[config.mk]
export PLATFORM = sky130hd
export DESIGN_NAME = calc_exec_sequencer
export DESIGN_NICKNAME = d
export VERILOG_FILES = /design/src/rtl/calc_exec_sequencer_pkg.sv /design/src/rtl/calc_hist_ring.sv /design/src/rtl/calc_exec_sequencer.sv
export SDC_FILE = /design/constraint.sdc
export NUM_CORES = 1
export LEC_CHECK = 0
export ABC_AREA = 1
export BUFFER_PORTS_ARGS = -buffer_cell sky130_fd_sc_hd__clkbuf_2
export CORE_MARGIN = 8
export CORE_UTILIZATION = 23
export CTS_CLUSTER_SIZE = 10
export DETAILED_ROUTE_END_ITERATION = 6
export PLACE_DENSITY = 0.44
export SYNTH_ARGS = -nofsm -noshare
export SYNTH_HDL_FRONTEND = slang
export SYNTH_SLANG_ARGS = --single-unit
[constraint.sdc]
create_clock -name Clock -period 2.75 [get_ports Clock]
set_input_delay 0.1375 -clock Clock [delete_from_list [all_inputs] [get_ports Clock]]
set_output_delay 0.1375 -clock Clock [all_outputs]
set_load 0.01 [all_outputs]
[src/rtl/calc_exec_sequencer_pkg.sv]
// Input-interface constants shared by the calculator datapath: opcode width,
// opcode encodings and the "use running answer" operand marker.
package calc_exec_sequencer_pkg;

  localparam int IC_N = 3;

  localparam logic [15:0] IC_ANS = 16'hFFFF;

  localparam logic [IC_N-1:0] IC_OPAD = 3'd0;
  localparam logic [IC_N-1:0] IC_OPSB = 3'd1;
  localparam logic [IC_N-1:0] IC_OPAN = 3'd2;
  localparam logic [IC_N-1:0] IC_OPOR = 3'd3;
  localparam logic [IC_N-1:0] IC_OPLS = 3'd4;

  function automatic logic [15:0] resolve_operand(input logic [15:0] v,
                                                  input logic [15:0] ans_v);
    return (v == IC_ANS) ? ans_v : v;
  endfunction

endpackage

[src/rtl/calc_hist_ring.sv]
// Result history ring: newest-relative indexed read with one cycle of latency,
// saturating entry count; unwritten indices read as zero.
module calc_hist_ring #(
  parameter int HIST_DEPTH = 8,
  parameter int HIST_AW    = 3
) (
  input  logic               Clock,
  input  logic               Reset,
  input  logic               wr_en,
  input  logic [15:0]        wr_data,
  input  logic [HIST_AW-1:0] rd_idx,
  output logic [15:0]        rd_data,
  output logic [HIST_AW:0]   count
);

  logic [15:0]        mem [HIST_DEPTH];
  logic [HIST_AW-1:0] wr_ptr;
  logic [HIST_AW-1:0] rd_addr;

  // Modulo arithmetic relies on HIST_DEPTH being a power of two.
  assign rd_addr = wr_ptr - HIST_AW'(1) - rd_idx;

  always_ff @(posedge Clock) begin
    if (wr_en) mem[wr_ptr] <= wr_data;
  end

  always_ff @(posedge Clock or negedge Reset) begin
    if (!Reset) begin
      wr_ptr  <= '0;
      count   <= '0;
      rd_data <= '0;
    end else begin
      rd_data <= ({1'b0, rd_idx} < count) ? mem[rd_addr] : '0;
      if (wr_en) begin
        wr_ptr <= wr_ptr + HIST_AW'(1);
        if (count != (HIST_AW+1)'(HIST_DEPTH)) count <= count + (HIST_AW+1)'(1);
      end
    end
  end

endmodule

[src/rtl/calc_exec_sequencer.sv]
// Issues one ALU operation per completed entry, resolves IC_ANS operands against
// the running answer, keeps a one-deep pending slot and logs results to history.
module calc_exec_sequencer
  import calc_exec_sequencer_pkg::*;
#(
  parameter int HIST_DEPTH = 8,
  parameter int HIST_AW    = 3
) (
  input  logic               Clock,
  input  logic               Reset,
  input  logic               finish,
  input  logic [15:0]        SRC,
  input  logic [15:0]        DST,
  input  logic [IC_N-1:0]    ALU_OP,
  output logic               alu_start,
  output logic [15:0]        alu_a,
  output logic [15:0]        alu_b,
  output logic [IC_N-1:0]    alu_op,
  input  logic               alu_done,
  input  logic [15:0]        alu_result,
  output logic [15:0]        ans,
  output logic               busy,
  output logic               done,
  output logic               overrun,
  input  logic               clr_ovr,
  input  logic [HIST_AW-1:0] hist_rd_idx,
  output logic [15:0]        hist_rd_data,
  output logic [HIST_AW:0]   hist_count
);

  typedef enum logic [1:0] {ST_IDLE, ST_ISSUE, ST_WAIT, ST_COMMIT} state_t;

  state_t          state;
  logic [15:0]     cur_src, cur_dst, slot_src, slot_dst, result_q;
  logic [IC_N-1:0] cur_op, slot_op;
  logic            slot_full, from_slot;
  logic            accept_live, capture, drop;

  // A live finish in IDLE goes straight to ISSUE via cur_*; otherwise it parks
  // in the slot, and from_slot tells ISSUE which source to load.
  assign accept_live = finish && (state == ST_IDLE) && !slot_full;
  assign capture     = finish && !accept_live && !slot_full;
  assign drop        = finish && slot_full;
  assign busy        = (state != ST_IDLE) || slot_full;

  always_ff @(posedge Clock or negedge Reset) begin
    if (!Reset) begin
      state     <= ST_IDLE;
      cur_src   <= '0;
      cur_dst   <= '0;
      cur_op    <= IC_OPAN;
      slot_src  <= '0;
      slot_dst  <= '0;
      slot_op   <= IC_OPAN;
      slot_full <= 1'b0;
      from_slot <= 1'b0;
      result_q  <= '0;
      alu_start <= 1'b0;
      alu_a     <= '0;
      alu_b     <= '0;
      alu_op    <= IC_OPAN;
      ans       <= '0;
      done      <= 1'b0;
      overrun   <= 1'b0;
    end else begin
      alu_start <= 1'b0;
      done      <= 1'b0;

      if (drop)         overrun <= 1'b1;
      else if (clr_ovr) overrun <= 1'b0;

      if (capture) begin
        slot_full <= 1'b1;
        slot_src  <= SRC;
        slot_dst  <= DST;
        slot_op   <= ALU_OP;
      end else if (state == ST_ISSUE && from_slot) begin
        slot_full <= 1'b0;
      end

      case (state)
        ST_IDLE: begin
          if (accept_live) begin
            cur_src   <= SRC;
            cur_dst   <= DST;
            cur_op    <= ALU_OP;
            from_slot <= 1'b0;
            state     <= ST_ISSUE;
          end else if (slot_full) begin
            from_slot <= 1'b1;
            state     <= ST_ISSUE;
          end
        end
        ST_ISSUE: begin
          alu_a     <= resolve_operand(from_slot ? slot_src : cur_src, ans);
          alu_b     <= resolve_operand(from_slot ? slot_dst : cur_dst, ans);
          alu_op    <= from_slot ? slot_op : cur_op;
          alu_start <= 1'b1;
          state     <= ST_WAIT;
        end
        ST_WAIT: begin
          if (alu_done) begin
            result_q <= alu_result;
            state    <= ST_COMMIT;
          end
        end
        ST_COMMIT: begin
          ans  <= result_q;
          done <= 1'b1;
          if (slot_full) begin
            from_slot <= 1'b1;
            state     <= ST_ISSUE;
          end else begin
            state <= ST_IDLE;
          end
        end
        default: state <= ST_IDLE;
      endcase
    end
  end

  calc_hist_ring #(
    .HIST_DEPTH (HIST_DEPTH),
    .HIST_AW    (HIST_AW)
  ) u_hist (
    .Clock   (Clock),
    .Reset   (Reset),
    .wr_en   (state == ST_COMMIT),
    .wr_data (result_q),
    .rd_idx  (hist_rd_idx),
    .rd_data (hist_rd_data),
    .count   (hist_count)
  );

endmodule

==> results of run 1 <==
report_power, final:
part | switching, mW | internal, mW
Sequential | 1.07 | 6.35
Clock | 1.84 | 2.79
Combinational | 4.42 | 2.22
metrics by stage:
stage / worst slack, ns / instance area [sq um] / instances / total power, mW
2_1_floorplan: 0.4171 / 12440 / 1281 / 11.40
3_3_place_gp: 0.7209 / 13950 / 2080 / 14.21
3_5_place_dp: 0.7110 / 13950 / 2080 / 14.24
4_1_cts: 0.7107 / 15650 / 2201 / 19.07
5_1_grt: 0.5750 / 15650 / 2201 / 20.23
6_report: 0.7142 / 15650 / 2201 / 18.69
cells by family (layout without fill, tap and decap cells):
family / count (synthesis) / in the layout / synth area share [%]
AOI/OAI and AO/OA: 152 / 152 / 6.156
xor gates and xnor gates: 6 / 6 / 0.6338
adders and majority gates: 12 / 12 / 1.267
buffers and inverters: 165 / 389 / 5.844
DFF: 295 / 295 / 64.52
muxes: 16 / 16 / 1.448
and+or+nand+nor: 635 / 635 / 20.13
layout by cell type (no fill, tap or decap), types with 19 or more instances in the layout:
cell type / n
a21oi_1: 27
buf_4: 24
clkbuf_1: 19
clkbuf_16: 38
clkbuf_2: 132
dfrtp_1: 164
dlygate4sd3_1: 55
edfxtp_1: 128
inv_1: 90
nand2_1: 370
nand3_1: 63
nor2_1: 193
o21ai_0: 84
o21ai_1: 37
final cells by class:
class	instances	share of cell area [%]
Inverter	106	2.638
Timing Repair Buffer	217	9.602
Sequential cell	295	51.29
Clock inverter	4	0.3518
Clock buffer	62	6.972
Tap cell	696	5.564
Multi-Input combinational cell	821	23.58
registers in the layout (all words and copies together), names as in the netlist, 2 cells and up:
register        flops
alu_a              16
alu_b              16
alu_op              3
ans                16
cur_dst            16
cur_op              3
cur_src            16
result_q           16
slot_dst           16
slot_op             3
slot_src           16
state               2
u_hist.count        4
u_hist.mem        128
u_hist.rd_data     16
u_hist.wr_ptr       3
routing by layer:
| layer | GRT usage [%] | share of wire, % | up-vias |
|---|---|---|---|
| met5 | 0 | 0 | - |
| met4 | 3.146 | 1.9 | 0 |
| met3 | 2.503 | 4.8 | 48 |
| met2 | 20.49 | 48 | 229 |
| met1 | 16.06 | 46 | 4354 |
| li1 | - | - | 4492 |
how the worst max path moves through the flow:
stage,end,depth (start not counted),startpoint
3_5_place_dp,u_hist.rd_data[3]$_DFF_PN0_,8,u_hist.wr_ptr[0]$_DFFE_PN0P_
6_report,u_hist.rd_data[11]$_DFF_PN0_,8,u_hist.wr_ptr[0]$_DFFE_PN0P_
5_1_grt,u_hist.rd_data[3]$_DFF_PN0_,8,u_hist.wr_ptr[0]$_DFFE_PN0P_
3_3_place_gp,u_hist.rd_data[11]$_DFF_PN0_,8,u_hist.wr_ptr[0]$_DFFE_PN0P_
4_1_cts,u_hist.rd_data[3]$_DFF_PN0_,8,u_hist.wr_ptr[0]$_DFFE_PN0P_
2_1_floorplan,u_hist.mem[0][0]$_DFFE_PP_,5,state[1]$_DFFE_PN0P_
timing repair:
action	4_1_cts	5_1_grt
setup endpoints to repair	0	0
hold buffers	55	0
setup buffers	0	0
hold endpoints to repair	144	0
worst reg2reg max path, stage by stage (launching register included):
cell and delay, ns:
dfrtp_1 0.43, ha_1 0.22, fa_1 0.53, buf_12 0.27, nand3_1 0.16, o21ai_0 0.10, nand2_1 0.08, nand2_1 0.08
nor2_1 0.05
==> impl_summary.txt, run 1 <==
----------------------------------------------------
[Drt]
  Total iterations of the first detailed-routing run ... 5
  Violation count after the first detailed-routing iteration ... 635
  Antenna Violating Nets Remaining ... 0
  DRC violations left ... 0
  Overall routed net length ... 38000 um
  Avg WL per Cell ... 17.26 um
  Mean number of vias per cell ... 4.145
  Total via count after detailed routing ... 9123

[Clocking]
  Clk Tree Root Cell ... clkbuf_16
  PostCTS Resize Cnt ... 0
  Number of sinks handled by clock tree synthesis ... 295
  H-tree levels ... 2
  Clock tree from TritonCTS ... yes
  Insertion delay to the later sink of the worst-skew pair ... 0.53 ns
  Clock-pin slew of the registers on the worst-case setup and hold paths ... 0.06 ns
  Clock Tree Buf Depth ... 3
  Number of clock buffers inserted by TritonCTS ... 37

[Min path]
  Worst Hold End ... state[1]$_DFFE_PN0P_
  Min-Delay Path Class ... in -> reg
  Number of stages on the worst hold path ... 4
  Hold path startpoint ... finish

[Synth]
  Post-synth top area share ... 32.99%
  Flip-flop and latch count after synthesis ... 295
  Mapped cell area ... 12440 sq um
  Sequential-to-total area share from yosys stat ... 64.52%
  Dominant register cell in the synthesized netlist ... dfrtp_1
  Synth unique cells ... 32
  Warning count from the yosys run ... 0
  Top cell types by occurrence after synthesis ... nand2_1, nor2_1, dfrtp_1
  Largest area contributor in the synthesized netlist ... dfrtp_1
  Cell count after synthesis ... 1281
  Mean cell area of the mapped netlist ... 9.711 sq um
  Most repeated cell in the gate-level netlist after synthesis ... nand2_1
  Post-synthesis net count ... 1352
  Number of synthesized flops with an enable pin ... 128
  Top post-synthesis cells by area ... dfrtp_1, edfxtp_1, nand2_1
  Share of synthesized flip-flops with an asynchronous set or reset ... 56.61%

[Setup path]
  Startpoint of the lowest-slack register-to-register path ... u_hist.wr_ptr[0]$_DFFE_PN0P_
  WS Path Type ... reg -> reg
  Slowest-stage cell, CP ... fa_1
  Data required time at the worst endpoint ... 3.15 ns
  Crit start category ... flop
  Crit path capture type ... flop
  Cell seen most often among critical-path stages ... nand2_1
  Critical path, cell by cell ... ha_1 -> fa_1 -> buf_12 -> nand3_1 -> o21ai_0 -> nand2_1 -> nand2_1 -> nor2_1
  Setup slack on the worst flop-to-flop path ... 0.71 ns
  Count of cells along the worst register-to-register path ... 8
  Endpoint arrival time on the critical path ... 2.44 ns
  Terminus of the critical flop-to-flop path ... u_hist.rd_data[11]$_DFF_PN0_
  Kind of cell with the highest combined delay on the critical path ... adder cells
  Biggest fanout along the worst timing path ... 64
  Total buffers and inverters traversed by the critical path ... 1
  Slowest Stage Delay on Critical Path ... 0.53 ns

[Cells and area]
  Ratio of cells with drive above 1 in the final layout ... 16.81%
  Diode insertion count for antenna repair ... 0
  Post-Route Utilization ... 29.20%
  Area of all sequential standard cells ... 8026 sq um
  Multi-input combinational cell area ... 3691 sq um
  Total Nets Final ... 1549
  Fill cell total of the finished layout ... 5676
  Layout Area Growth over Synthesis ... 25.81%

[Die]
  Area of the die ... 61780 sq um
  Number of placement rows ... 85
  Placeable Area ... 53600 sq um
  I/O pin total ... 134
  Die Span Y ... 248.6 um
  Die Wd ... 248.6 um
  Starting utilization of the core area ... 23.21%

[Timing]
  Max-Slew Margin vs Limit ... 51.06%
  Final min period ... 2.036 ns
  Final Cycle Share ... 74.03%
  Unrepaired setup endpoints after global routing ... no
  Final hold slack ... 0.04701 ns
  Actual slew at the worst max-slew pin ... 0.7342 ns
  Final number of hold-violating endpoints ... 0
  # setup viols final ... 0
  Worst Clk Skew ... 0.01670 ns
  Final-layout setup total negative slack ... 0 ns
  Final max-slew violation count ... 0
  Max Clk Rate ... 491.2 MHz

[GRT]
  Total Routing Usage GR ... 12.26%
  Maximum number of pins on one net before global-route repair ... 72
  Initial antenna violation count ... 1
  Remaining global-route overflow ... 0
  Via count of the first global-routing pass ... 9312
  First-pass GRT wire length ... 59000 um

[Power and ir drop]
  Total power divided by cell area ... 1194 nW/um^2
  Cell leakage power ... 6.932 nW
  Worst vdd ir ... 0.0004621 V

[Place]
  Detailed placement HPWL ... 24980 um
  Routability congestion estimate ... 0.7709
  IO Port Bufs ... 133

[Status]
  Result of the run ... finished, final reports clean

[Job]
  Number of maximum-capacitance violations ... 0

----------------------------------------------------
No activity file was read; power rests on OpenSTA's default activity.
==> inputs of run 2 (changes only) <==
--- a/config.mk
+++ b/config.mk
@@ -5,13 +5,13 @@
 export SDC_FILE = /design/constraint.sdc
 export NUM_CORES = 1
 export LEC_CHECK = 0
-export ABC_AREA = 1
+export ABC_AREA = 0
 export BUFFER_PORTS_ARGS = -buffer_cell sky130_fd_sc_hd__clkbuf_2
 export CORE_MARGIN = 8
 export CORE_UTILIZATION = 23
 export CTS_CLUSTER_SIZE = 10
 export DETAILED_ROUTE_END_ITERATION = 6
-export PLACE_DENSITY = 0.44
+export PLACE_DENSITY = 0.46
 export SYNTH_ARGS = -nofsm -noshare
 export SYNTH_HDL_FRONTEND = slang
 export SYNTH_SLANG_ARGS = --single-unit
==> constraint.sdc (replaced) <==
create_clock -name Clock -period 1.7 [get_ports Clock]
set_input_delay 0.085 -clock Clock [delete_from_list [all_inputs] [get_ports Clock]]
set_output_delay 0.085 -clock Clock [all_outputs]
set_load 0.01 [all_outputs]
==> run 2 against run 1 <==
  * The run now ends with setup timing left
  * Synthesized area decreased by 3.5%
  * Total power is 73% higher
  * First-iteration DRC count is 45% lower
==> impl_summary.txt, run 2 <==
----------------------------------------------------
[Timing]
  Final min period ... 1.999 ns (-0.03641 ns)
  PnR worst setup slack ... -0.2994 ns (-1.014 ns)
  Unrepaired setup endpoints after global routing ... yes
  Final max-slew violation count ... 0 (unchanged)
  # setup viols final ... 48 (+48)
  Actual slew at the worst max-slew pin ... 0.6110 ns (-0.1232 ns)
  Worst Clk Skew ... 0.01425 ns (-0.002446 ns)
  Final number of hold-violating endpoints ... 0 (unchanged)
  Max-Slew Margin vs Limit ... 59.27% (+8.2 points)
  Max Clk Rate ... 500.1 MHz (+1.8%)
  Final hold slack ... 0.07793 ns (+0.03092 ns)
  Final-layout setup total negative slack ... -12.04 ns (-12.04 ns)
  Final Cycle Share ... 117.6% (+44 points)

[Setup path]
  Biggest fanout along the worst timing path ... 19 (-70%)
  Slowest-stage cell, CP ... dfrtp_2
  Kind of cell with the highest combined delay on the critical path ... buffers and inverters
  Critical path, cell by cell ... buf_12 -> nor2b_4 -> nand4_1 -> a2111oi_4 -> buf_4 -> buf_12 -> a31oi_1 -> mux2_4
  Slowest Stage Delay on Critical Path ... 0.42 ns (-0.11 ns)
  Endpoint arrival time on the critical path ... 2.39 ns (-0.05 ns)
  Crit start category ... flop
  Cell seen most often among critical-path stages ... buf_12
  Data required time at the worst endpoint ... 2.09 ns (-1.06 ns)
  WS Path Type ... reg -> reg
  Crit path capture type ... flop
  Total buffers and inverters traversed by the critical path ... 3 (+2)

[Cells and area]
  Commonest non-fill, non-tap cell in the layout ... dfrtp_1
  Flip-flop count of the largest register, all copies and words added ... 128 (unchanged)
  Diode insertion count for antenna repair ... 0 (unchanged)
  Most frequent cells in the layout ... dfrtp_1, clkbuf_2, edfxtp_1
  Post-route cell area ... 16250 sq um (+3.8%)
  Layout Area Growth over Synthesis ... 35.31%
  Total Nets Final ... 1083 (-30%)
  Ratio of cells with drive above 1 in the final layout ... 43.53% (+27 points)
  Reg with most FFs ... u_hist.mem

[GRT]
  Remaining global-route overflow ... 0 (unchanged)
  Via count of the first global-routing pass ... 7879 (-15%)
  First-pass GRT wire length ... 52320 um (-11%)
  Total Routing Usage GR ... 11.46% (-0.80 points)
  Initial antenna violation count ... 0 (-1)
  Maximum number of pins on one net before global-route repair ... 52 (-28%)

[Synth]
  Warning count from the yosys run ... 0 (unchanged)
  Synth unique cells ... 44 (+38%)
  Sequential-to-total area share from yosys stat ... 66.84% (+2.3 points)
  Flip-flop and latch count after synthesis ... 295 (unchanged)
  Post-synthesis net count ... 813 (-40%)
  Dominant register cell in the synthesized netlist ... dfrtp_1
  Number of synthesized flops with an enable pin ... 128 (unchanged)
  Most repeated cell in the gate-level netlist after synthesis ... dfrtp_1
  Mean cell area of the mapped netlist ... 16.18 sq um (+67%)
  Post-synth top area share ... 34.17% (+1.2 points)
  Top post-synthesis cells by area ... dfrtp_1, edfxtp_1, mux2_2
  Top cell types by occurrence after synthesis ... dfrtp_1, edfxtp_1, mux2_2
  Mapped cell area ... 12010 sq um (-3.5%)
  Cell count after synthesis ... 742 (-42%)
  Share of synthesized flip-flops with an asynchronous set or reset ... 56.61% (unchanged)
  Largest area contributor in the synthesized netlist ... dfrtp_1

[Drt]
  Total iterations of the first detailed-routing run ... 5 (unchanged)
  Antenna Violating Nets Remaining ... 0 (unchanged)
  Violation count after the first detailed-routing iteration ... 350 (-45%)
  Avg WL per Cell ... 20.34 um (+18%)
  DRC violations left ... 0 (unchanged)
  Overall routed net length ... 34900 um (-8.1%)
  Total via count after detailed routing ... 7222 (-21%)
  Mean number of vias per cell ... 4.209 (+1.5%)

[Clocking]
  Clock Tree Buf Depth ... 3 (unchanged)
  Insertion delay to the later sink of the worst-skew pair ... 0.52 ns (about the same)
  Clock tree from TritonCTS ... yes
  Number of sinks handled by clock tree synthesis ... 295 (unchanged)
  Number of clock buffers inserted by TritonCTS ... 37 (unchanged)
  Clock-pin slew of the registers on the worst-case setup and hold paths ... 0.05 ns (about the same)
  Clk Tree Root Cell ... clkbuf_16
  H-tree levels ... 2 (unchanged)

[Die]
  Die Wd ... 244.5 um (-1.6%)
  Die Span Y ... 244.5 um (-1.6%)
  Number of placement rows ... 83 (-2.4%)
  Starting utilization of the core area ... 23.31% (+0.11 points)
  I/O pin total ... 134 (unchanged)
  Placeable Area ... 51510 sq um (-3.9%)
  Area of the die ... 59780 sq um (-3.2%)

[Min path]
  Min-Delay Path Class ... in -> reg

[Power and ir drop]
  Worst vdd ir ... 0.0008122 V (+76%)
  Total power divided by cell area ... 1991 nW/um^2 (+67%)
  Cell leakage power ... 6.619 nW (-4.5%)

[Place]
  Detailed placement HPWL ... 23210 um (-7.1%)
  IO Port Bufs ... 133 (unchanged)
  Routability congestion estimate ... 0.7309 (-5.2%)
  Cell area after placement ... 14330 sq um (+2.7%)

[Status]
  Result of the run ... finished, violations left
  Violated checks ... setup timing

[Job]
  Number of maximum-capacitance violations ... 0 (unchanged)

----------------------------------------------------
[run 2: changes by cell type in the layout (fill, tap and decap cells not counted), moves of 27 or more]
cell | previous run | this run
o21ai_1 | 37 | 0
o21ai_0 | 84 | 20
inv_1 | 90 | 25
a31oi_1 | 1 | 28
mux2i_1 | 0 | 40
nand3_1 | 63 | 5
nor2_1 | 193 | 23
mux4_2 | 0 | 32
mux2_2 | 16 | 107
nand2_1 | 370 | 24
[run 2: kinds of logic (layout without fill, tap and decap cells)]
group,Yosys count,in the layout,synth area share [%]
AO/OA/AOI/OAI,81,81,4.605
adder cells (fa/ha/maj),12,12,1.313
buffers and inverters,65,359,2.500
AND/OR/NAND/NOR,91,91,3.688
flip-flops,295,295,66.84
multiplexers,192,192,20.56
XOR/XNOR,6,6,0.5002
[run 2: final timing paths]
path                                  startpoint  slack [ns]                          end  depth (start not counted)
setup / recovery           from_slot$_DFFE_PN0P_       -0.30        alu_a[15]$_DFFE_PN0N_                          8
hold / removal                            finish        0.08         state[1]$_DFFE_PN0P_                          3
setup reg to reg           from_slot$_DFFE_PN0P_       -0.30        alu_a[15]$_DFFE_PN0N_                          8
hold reg to reg            alu_op[1]$_DFFE_PN1N_        0.49        alu_op[1]$_DFFE_PN1N_                          2
max in group asynchronous                  Reset        0.88       slot_op[1]$_DFFE_PN1P_                          3
min in group asynchronous                  Reset        0.12  u_hist.rd_data[2]$_DFF_PN0_                          2
[run 2: worst register-to-register path, stage by stage, from the launching register on]
cell and delay, ns:
dfrtp_2 0.42, buf_12 0.17, nor2b_4 0.13, nand4_1 0.13
a2111oi_4 0.33, buf_4 0.18, buf_12 0.13, a31oi_1 0.11
mux2_4 0.28
[run 2: metal layers]
metal | vias up | track usage, % | share of wire (%)
li1 | 3327 | - | -
met1 | 3670 | 14.98 | 45
met2 | 176 | 19.12 | 49
met3 | 49 | 2.551 | 4.5
met4 | 0 | 2.804 | 2.0
met5 | - | 0 | 0
[run 2: layout make-up]
cell class	instances	area [sq um]
clock buffer	59	1049
clock inverter	4	30.03
fill	5186	35260
inverter	26	97.59
multi-input combinational	382	3900
sequential	295	8029
tap	680	850.8
timing repair buffer	270	2293
[run 2: what timing repair did]
item | in CTS | in global routing
resized for setup | 13 | 14
hold buffers | 55 | 0
setup endpoints to repair | 82 | 64
setup buffers | 3 | 2
pin swaps | 1 | 1
gates cloned | 2 | 3
endpoints found under the hold margin | 134 | 0
[run 2: report_power, final]
group	leakage [nW]	total, mW	switching, mW	internal (mW)
Clock	0.519	7.15	2.94	4.21
Combinational	2.94	12.7	6.12	6.62
Sequential	3.16	12.5	1.98	10.5
Total	6.62	32.3	11.0	21.3
[run 2: stage by stage]
stage               util, %  worst slack, ns  power (mW)  cells
finish                31.55          -0.2994       32.35   1716
global route          31.55          -0.3997       34.35   1716
CTS                   31.26          -0.3161       32.63   1711
detailed placement    27.83          -0.3030       24.79   1588
global placement      27.83          -0.2838       24.65   1588
floorplan                 -          -0.3265       19.43    742
==> inputs of run 3 (changes only) <==
--- a/config.mk
+++ b/config.mk
@@ -12,6 +12,8 @@
 export CTS_CLUSTER_SIZE = 10
 export DETAILED_ROUTE_END_ITERATION = 6
 export PLACE_DENSITY = 0.46
+export REMOVE_ABC_BUFFERS = 1
 export SYNTH_ARGS = -nofsm -noshare
 export SYNTH_HDL_FRONTEND = slang
+export SYNTH_HIERARCHICAL = 1
 export SYNTH_SLANG_ARGS = --single-unit
==> run 3 against run 2 <==
  * The run still ends with setup timing left
  * Synthesized area increased by 0.73%
  * Sequential share of layout area fell by 1.2 points
  * First-iteration DRC count fell by 26%
  * Critical path type unchanged
  * Critical endpoint is now u_hist/rd_data[1]$_DFF_PN0_
  * Largest cell class unchanged
==> impl_summary.txt, run 3 <==
----------------------------------------------------
[Timing]
  Max Clk Rate ... 477.0 MHz (-4.6%)
  # setup viols final ... 48 (unchanged)
  PnR worst setup slack ... -0.3963 ns (-0.09688 ns)
  Final number of hold-violating endpoints ... 0 (unchanged)
  Final Cycle Share ... 123.3% (+5.7 points)
  Worst Clk Skew ... 0.01729 ns (+0.003036 ns)
  Actual slew at the worst max-slew pin ... 0.5914 ns (-0.01953 ns)
  Final min period ... 2.096 ns (+0.09688 ns)
  Max-Slew Margin vs Limit ... 60.44% (+1.2 points)
  Final max-slew violation count ... 0 (unchanged)
  Unrepaired setup endpoints after global routing ... yes

[Synth]
  Synth unique cells ... 47 (+6.8%)
  Sequential-to-total area share from yosys stat ... 66.35% (-0.48 points)
  Flip-flop and latch count after synthesis ... 295 (unchanged)
  Mean cell area of the mapped netlist ... 16.32 sq um (+0.87%)
  Number of synthesized flops with an enable pin ... 128 (unchanged)
  Warning count from the yosys run ... 6 (+6)
  Largest area contributor in the synthesized netlist ... dfrtp_1
  Cell count after synthesis ... 741 (-0.13%)
  Share of synthesized flip-flops with an asynchronous set or reset ... 56.61% (unchanged)
  Mapped cell area ... 12100 sq um (+0.73%)
  Post-synth top area share ... 33.93% (-0.25 points)
  Top post-synthesis cells by area ... dfrtp_1, edfxtp_1, mux2_2
  Dominant register cell in the synthesized netlist ... dfrtp_1
  Top cell types by occurrence after synthesis ... dfrtp_1, edfxtp_1, mux2_2
  Most repeated cell in the gate-level netlist after synthesis ... dfrtp_1

[Setup path]
  Data required time at the worst endpoint ... 2.12 ns (+0.03 ns)
  Endpoint arrival time on the critical path ... 2.51 ns (+0.12 ns)
  Slowest-stage cell, CP ... fa_1
  Critical path, cell by cell ... ha_2 -> fa_1 -> buf_12 -> buf_4 -> mux4_2 -> mux2i_2 -> a21oi_1
  Kind of cell with the highest combined delay on the critical path ... adder cells
  Biggest fanout along the worst timing path ... 16 (-3)
  Slowest Stage Delay on Critical Path ... 0.52 ns (+0.10 ns)
  Crit path capture type ... flop
  Crit start category ... flop
  WS Path Type ... reg -> reg
  Total buffers and inverters traversed by the critical path ... 2 (-1)

[Die]
  Die Span Y ... 245.3 um (+0.34%)
  Die Wd ... 245.3 um (+0.34%)
  Area of the die ... 60190 sq um (+0.68%)
  Placeable Area ... 52240 sq um (+1.4%)
  I/O pin total ... 134 (unchanged)
  Starting utilization of the core area ... 23.16% (-0.16 points)
  Number of placement rows ... 84 (+1.2%)

[Power and ir drop]
  Cell leakage power ... 6.856 nW (+3.6%)
  Worst vdd ir ... 0.0007129 V (-12%)
  Total power consumption of the routed design ... 33.52 mW (+3.6%)
  Total power divided by cell area ... 2014 nW/um^2 (+1.2%)

[Clocking]
  Clock-pin slew of the registers on the worst-case setup and hold paths ... 0.06 ns (about the same)
  Clock tree from TritonCTS ... yes
  Number of clock buffers inserted by TritonCTS ... 38 (+2.7%)
  H-tree levels ... 2 (unchanged)
  Number of sinks handled by clock tree synthesis ... 295 (unchanged)
  Insertion delay to the later sink of the worst-skew pair ... 0.55 ns (+0.03 ns)
  Clock Tree Buf Depth ... 3 (unchanged)
  Clk Tree Root Cell ... clkbuf_16

[Drt]
  DRC violations left ... 0 (unchanged)
  Total via count after detailed routing ... 7462 (+3.3%)
  Avg WL per Cell ... 19.63 um (-3.5%)
  Antenna Violating Nets Remaining ... 0 (unchanged)
  Total iterations of the first detailed-routing run ... 4 (-1)
  Mean number of vias per cell ... 4.223 (+0.34%)
  Overall routed net length ... 34690 um (-0.60%)
  Violation count after the first detailed-routing iteration ... 260 (-26%)

[GRT]
  Total Routing Usage GR ... 11.64% (+0.18 points)
  Via count of the first global-routing pass ... 8253 (+4.7%)
  Maximum number of pins on one net before global-route repair ... 82 (+58%)
  Initial antenna violation count ... 1 (+1)
  First-pass GRT wire length ... 53570 um (+2.4%)
  Remaining global-route overflow ... 0 (unchanged)

[Place]
  Detailed placement HPWL ... 23860 um (+2.8%)
  Routability congestion estimate ... 0.7217 (-1.3%)
  Cell area after placement ... 14340 sq um (about the same)
  IO Port Bufs ... 133 (unchanged)

[Cells and area]
  Multi-input combinational cell area ... 4038 sq um (+3.5%)
  Fill cell total of the finished layout ... 5182 (-0.077%)
  Total Nets Final ... 1121 (+3.5%)
  Area of all sequential standard cells ... 8030 sq um (about the same)
  Reg with most FFs ... u_hist/mem
  Layout Area Growth over Synthesis ... 37.59%
  Commonest non-fill, non-tap cell in the layout ... dfrtp_1
  Post-route cell area ... 16640 sq um (+2.4%)
  Ratio of cells with drive above 1 in the final layout ... 46.57% (+3.0 points)
  Most frequent cells in the layout ... dfrtp_1, clkbuf_2, edfxtp_1
  Post-Route Utilization ... 31.86% (+0.32 points)
  Flip-flop count of the largest register, all copies and words added ... 128 (unchanged)

[Min path]
  Min-Delay Path Class ... in -> reg

[Job]
  Number of maximum-capacitance violations ... 0 (unchanged)

[Status]
  Result of the run ... finished, violations left
  Violated checks ... setup timing

----------------------------------------------------
==> run 3: per-layer routing <==
metal | up-vias | GRT usage, % | wire length, um
met5 | - | 0 | 12
met4 | 2 | 3.763 | 831
met3 | 58 | 2.259 | 1224
met2 | 136 | 19.93 | 17390
met1 | 3843 | 14.65 | 15240
li1 | 3423 | - | -
==> run 3: area by class of cell <==
cell class              count  share of cell area (%)
well taps                 688                   5.172
diodes                      1                 0.01504
inverters                  25                  0.5638
multi-input cells         382                   24.26
repair buffers            308                   14.97
clock inverters            11                  0.4511
flip-flops and latches    295                   48.25
clock buffers              57                   6.322
==> run 3: power breakdown <==
group          total, mW  leakage (nW)  internal [mW]  switching [mW]
sequential          12.5          3.16           10.5            2.04
combinational       13.7          3.15           7.37            6.29
clock               7.34         0.550           4.29            3.05
total               33.5          6.86           22.1            11.4
==> run 3: logic make-up (layout without fill, tap and decap cells) <==
group / count (synthesis) / after routing / synth area share (%)
AOI/OAI and AO/OA: 95 / 95 / 5.151
xor gates and xnor gates: 6 / 6 / 0.7448
adders and majority gates: 12 / 12 / 1.303
buffers and inverters: 64 / 401 / 2.720
DFF: 295 / 295 / 66.35
muxes: 193 / 193 / 20.50
other: 0 / 1 / 0
and+or+nand+nor: 76 / 76 / 3.227
==> run 3: what timing repair did <==
action,in CTS,in global routing
setup buffers,13,8
gates resized for setup,38,39
cloned,3,2
setup endpoints to repair,70,198
pin swaps,11,12
hold buffers,56,0
endpoints found under the hold margin,252,0
==> run 3: per-stage QoR <==
stage          setup WS (ns)  setup TNS, ns  hold WS, ns  std cells
5_1_grt              -0.4926         -19.56      0.07697       1766
4_1_cts              -0.4061         -15.39     0.002467       1757
3_5_place_dp         -0.4456         -15.91     -0.04549       1617
6_report             -0.3963         -14.85      0.05317       1767
2_1_floorplan         -2.195        -277.96      -0.2106        702
3_3_place_gp         -0.4842         -15.07     -0.04669       1617
==> run 3: worst paths after layout <==
check,end,slack [ns],startpoint,cells past startpoint
max in group asynchronous,u_hist/wr_ptr[1]$_DFFE_PN0P_,0.56,Reset,3
hold / removal,state[1]$_DFFE_PN0P_,0.05,finish,3
setup reg to reg,u_hist/rd_data[1]$_DFF_PN0_,-0.40,u_hist/wr_ptr[0]$_DFFE_PN0P_,7
setup / recovery,u_hist/rd_data[1]$_DFF_PN0_,-0.40,u_hist/wr_ptr[0]$_DFFE_PN0P_,7
min in group asynchronous,u_hist/rd_data[3]$_DFF_PN0_,0.16,Reset,3
hold reg to reg,cur_src[4]$_DFFE_PN0P_,0.50,cur_src[4]$_DFFE_PN0P_,1
==> run 3: worst reg2reg max path: stages (launching register included) <==
cell     delay (ns)
dfrtp_1        0.38
ha_2           0.17
fa_1           0.52
buf_12         0.18
buf_4          0.14
mux4_2         0.31
mux2i_2        0.20
a21oi_1        0.07
